$ cat config.mk
export PLATFORM = sky130hd
export DESIGN_NAME = fns_err_fifo
export DESIGN_NICKNAME = d
export VERILOG_FILES = /design/src/rtl/fns_check_pkg.sv /design/src/rtl/fns_err_fifo.sv
export SDC_FILE = /design/constraint.sdc
export NUM_CORES = 1
export LEC_CHECK = 0
export ABC_AREA = 1
export BUFFER_PORTS_ARGS = -buffer_cell sky130_fd_sc_hd__buf_4
export CAP_MARGIN = 20
export CORE_UTILIZATION = 50
export DETAILED_ROUTE_END_ITERATION = 16
export GPL_TIMING_DRIVEN = 0
export PLACE_DENSITY = 0.69
export SYNTH_ARGS = -nofsm -noshare
export SYNTH_HDL_FRONTEND = slang
export SYNTH_SLANG_ARGS = --single-unit
export TNS_END_PERCENT = 10
$ cat constraint.sdc
create_clock -name clk -period 13.5 [get_ports clk]
set_input_delay 2.7 -clock clk [delete_from_list [all_inputs] [get_ports clk]]
set_output_delay 2.7 -clock clk [all_outputs]
set_load 0.02 [all_outputs]
$ cat src/rtl/fns_check_pkg.sv
// Shared types and the golden model for checking the function-semantics DUT.
// fns_golden() is the single source of the sizing rules used by the checker.
package fns_check_pkg;

    localparam int REC_W = 37;

    typedef struct packed {
        logic [15:0] idx;
        logic [7:0]  in1;
        logic [7:0]  in2;
        logic [4:0]  mask;
    } err_rec_t;

    // Element [k-1] holds the expected value of outk.
    typedef logic [4:0][7:0] golden_t;

    typedef enum logic {
        ST_RUN  = 1'b0,
        ST_HALT = 1'b1
    } chk_state_e;

    function automatic golden_t fns_golden(input logic [7:0] in1, input logic [7:0] in2);
        logic       a0;
        logic       b0;
        logic [3:0] t;
        golden_t    g;
        a0   = in1[0];
        b0   = in2[0];
        t    = in1[3:0] & in2[3:0];
        g[0] = {8{a0 ^ b0}};
        g[1] = {7'b0, a0 & b0};
        g[2] = {{4{t[3]}}, t};
        g[3] = {7'b0, a0 & b0};
        g[4] = {7'b0, $signed(in1[3:0]) < $signed(in2[3:0])};
        return g;
    endfunction

endpackage

$ cat src/rtl/fns_err_fifo.sv
// Synchronous FIFO for mismatch records. When empty, the head output keeps
// showing the most recently popped record.
module fns_err_fifo
    import fns_check_pkg::*;
#(
    parameter int DEPTH = 4
) (
    input  logic                     clk,
    input  logic                     rst,
    input  logic                     i_push,
    input  err_rec_t                 i_data,
    input  logic                     i_pop,
    output err_rec_t                 o_head,
    output logic                     o_valid,
    output logic [$clog2(DEPTH):0]   o_count
);

    localparam int AW = $clog2(DEPTH);

    err_rec_t        r_mem [DEPTH];
    err_rec_t        r_last;
    logic [AW-1:0]   r_wr_ptr;
    logic [AW-1:0]   r_rd_ptr;
    logic [AW:0]     r_cnt;

    logic w_full;
    logic w_do_pop;
    logic w_do_push;

    assign w_full    = (r_cnt == (AW+1)'(DEPTH));
    assign w_do_pop  = i_pop && (r_cnt != '0);
    // A pop in the same edge frees the slot being written, so a full FIFO may still accept.
    assign w_do_push = i_push && (!w_full || w_do_pop);

    always_ff @(posedge clk or posedge rst) begin
        if (rst) begin
            for (int i = 0; i < DEPTH; i++) begin
                r_mem[i] <= '0;
            end
            r_last   <= '0;
            r_wr_ptr <= '0;
            r_rd_ptr <= '0;
            r_cnt    <= '0;
        end else begin
            if (w_do_push) begin
                r_mem[r_wr_ptr] <= i_data;
                r_wr_ptr        <= r_wr_ptr + 1'b1;
            end
            if (w_do_pop) begin
                r_last   <= r_mem[r_rd_ptr];
                r_rd_ptr <= r_rd_ptr + 1'b1;
            end
            r_cnt <= r_cnt + (AW+1)'(w_do_push) - (AW+1)'(w_do_pop);
        end
    end

    assign o_valid = (r_cnt != '0);
    assign o_head  = o_valid ? r_mem[r_rd_ptr] : r_last;
    assign o_count = r_cnt;

endmodule

==> flow_metrics.env <==
export IMPL_stdcell_count=1568
export IMPL_grt_max_degree=109
export IMPL_hold_violations=0
export IMPL_drt_iter0_markers=893
export IMPL_startpoint_type="register"
export IMPL_finalSetupViolCount=0
export IMPL_clk_insertion_delay_late_ns=0.44
export IMPL_diodes=0
export IMPL_internal_power_mw=1.681
export IMPL_combPwrFrac_pct=49.5
export IMPL_critPathMaxFanout=10
export IMPL_finClkSkew_ns=0.01068
export IMPL_maxCapViolations=0
export IMPL_ys_seq_elements=192
export IMPL_io_pins=82
export IMPL_post_drt_wl_per_cell_um=19.79
export IMPL_reg2regPathDepth=10
export IMPL_yosysSeqAreaShare_pct=50.59
export IMPL_worst_slew_pin_slew_ns=0.8461
export IMPL_clkSinkCount=192
export IMPL_postCtsSetupBuffers=0
export IMPL_fmax_mhz=197.8
export IMPL_netlist_top_cells_count="601 x nand2_1, 192 x dfrtp_1, 150 x nand3_1, 148 x nand4_1, 44 x buf_2"
export IMPL_hpwl_mm=20.31
export IMPL_cts_resized=0
export IMPL_synth_top_family_by_area="simple AND/OR/NAND/NOR gates"
export IMPL_power_density_mw_per_mm2=275.9
export IMPL_timing_final_crit_share_pct=37.45
export IMPL_synth_most_common_cell="nand2_1"
export IMPL_coreArea_mm2=0.01864
export IMPL_synth_fp_nets=1269
export IMPL_grt_pass1_vias=8860
export IMPL_routabilityCongestion=0.8928
export IMPL_num_rows=50
export IMPL_portBuffers=80
export IMPL_max_vdd_ir_drop_v=0.0001356
export IMPL_synth_largest_area_cell="dfrtp_1"
export IMPL_cts_max_level=4
export IMPL_cts_tree="yes"
export IMPL_dr_pass1_iters=6
export IMPL_synth_compound_area_share_pct=0.1054
export IMPL_pwr_share_clk_pct=18.2
export IMPL_avgSynthCellArea_um2=7.779
export IMPL_final_util_pct=59.35
export IMPL_path_clk_slew_ns=0.07
export IMPL_yosys_area_share_xor_xnor_pct=0.3689
export IMPL_wl_mm=31.03
export IMPL_arrival_ns=2.36
export IMPL_die_height_um=139.8
export IMPL_rsz0062_at_grt="false"
export IMPL_place_inst=1536
export IMPL_synthAdderAreaFrac_pct=1.001
export IMPL_status="complete, no violations"
export IMPL_vias_per_cell=5.897
export IMPL_cts_made_buffers=17
export IMPL_syn_area_mm2=0.009498
export IMPL_dpl_cell_area_mm2=0.01043
export IMPL_nets=1369
export IMPL_finalCriticalPeriod_ns=5.055
export IMPL_drive_above_1_share_pct=13.57
export IMPL_cts_buffer_depth=2
export IMPL_critPathKind="reg2out"
export IMPL_netlist_instances=1221
export IMPL_slew_viol_final=0
export IMPL_slew_headroom_pct=43.59
export IMPL_synthDistinctLibCells=19
export IMPL_clockRootBuffer="clkbuf_16"
export IMPL_synth_edff_count=0
export IMPL_synth_simple_area_share_pct=42.22
export IMPL_synth_warnings=0
export IMPL_power_frac_seq_pct=32.3
export IMPL_synthToLayoutAreaGrowth_pct=16.49
export IMPL_hp_class="reg2reg"
export IMPL_synthMuxAreaShare_pct=0
export IMPL_p_leak_nw=5.836
export IMPL_synth_area_leaders="dfrtp_1 51%, nand2_1 24%, nand4_1 9.7%, nand3_1 7.9%, buf_2 2.3%"
export IMPL_finalInstanceArea_mm2=0.01106
export IMPL_grt_first_pass_wirelength_mm=49.05
export IMPL_synthFlopType="dfrtp_1"
export IMPL_cp_required_ns=10.80
export IMPL_start_util_pct=50.95
export IMPL_power_switching_mw=1.372
export IMPL_synthArstFlopShare_pct=100.0
export IMPL_drc=0
export IMPL_grt_util_all_layers_pct=33.27
export IMPL_ant_nets=0
export IMPL_cts_hold_buf=0
export IMPL_grt_antenna_before_repair=0
export IMPL_sw_frac_of_total_pct=44.95
export IMPL_cp_end_kind="output pin"
export IMPL_grt_overflow=0
export IMPL_hold_depth=2
export IMPL_dieArea_mm2=0.01955
export IMPL_synth_top_cell_area_share_pct=50.59
export IMPL_vias=9247
export IMPL_total_power_mw=3.053
export IMPL_die_w_um=139.8
export IMPL_tns_ns=0
power by group through the flow:
stage	clock [mW]	combinational, mW	sequential, mW
after global routing	0.578	1.66	1.02
final	0.557	1.51	0.985
after global placement	0	1.46	0.981
after floorplan	0	0.973	0.963
after detailed placement	0	1.49	0.987
after CTS	0.556	1.50	0.979
sequential cells by signal, summed over array words and instances, names as in the netlist:
name and cells:
o_count 3, r_last 37, r_mem 148, r_rd_ptr 2
r_wr_ptr 2
layout by cell type, fill, tap and decap left out:
cell type  instances
a21oi_1            1
buf_1              9
buf_16             1
buf_2             44
buf_4             97
buf_6              1
bufinv_16          4
clkbuf_1          30
clkbuf_16         17
clkbuf_8           4
clkinv_2           5
dfrtp_1          192
fa_1               1
ha_1               6
inv_1              8
inv_2              2
inv_6              1
inv_8              1
nand2_1          601
nand3_1          150
nand3_4            4
nand4_1          148
nor2_1             2
o21ai_0            1
xnor2_1            2
xor2_1             2
per-layer routing:
| layer | wire length, µm | global-route usage, % | vias to the layer above |
|---|---|---|---|
| met1 | 13040 | 45.08 | 4496 |
| met4 | 1132 | 14.92 | 0 |
| li1 | - | - | 4249 |
| met2 | 14460 | 52.37 | 419 |
| met5 | 0 | 0 | - |
| met3 | 2399 | 5.816 | 83 |
cell type report:
class / instances / area (µm²)
fill: 1720 / 7579
sequential: 192 / 4805
multi-input combinational: 918 / 4150
timing repair buffer: 81 / 628.1
buffer: 100 / 501.7
clock buffer: 22 / 484.2
tap: 234 / 292.8
clock inverter: 10 / 153.9
inverter: 11 / 48.80
critical path: stages, from the launching register on:
cell     delay [ns]
dfrtp_1        0.40
inv_2          0.22
buf_1          0.65
nand3_1        0.26
nand3_1        0.15
nand2_1        0.07
buf_4          0.16
path summary, 6_finish.rpt:
check                                   startpoint  slack, ns                     end
max                        r_rd_ptr[1]$_DFFE_PP0P_       8.44               o_head[6]
min                         r_mem[113]$_DFFE_PP0P_       0.47  r_mem[113]$_DFFE_PP0P_
max reg2reg                   o_count[2]$_DFF_PP0_      11.16    o_count[2]$_DFF_PP0_
min reg2reg                 r_mem[113]$_DFFE_PP0P_       0.47  r_mem[113]$_DFFE_PP0P_
max in group asynchronous                      rst      10.22  r_mem[114]$_DFFE_PP0P_
min in group asynchronous                      rst       2.38  r_last[32]$_DFFE_PP0P_
cell families after synthesis:
| group | Yosys count |
|---|---|
| buffers and inverters | 111 |
| and+or+nand+nor | 905 |
| AOI/OAI and AO/OA | 2 |
| DFF | 192 |
| adders and majority gates | 7 |
| xor gates and xnor gates | 4 |
through the flow:
stage	hold WS, ns	worst slack, ns
after floorplan	0.4417	5.573
after global placement	0.4532	3.155
after detailed placement	0.4580	8.903
after CTS	0.4743	8.503
after global routing	0.4881	8.374
final	0.4722	8.445
No activity file was read; power rests on OpenSTA's default activity.
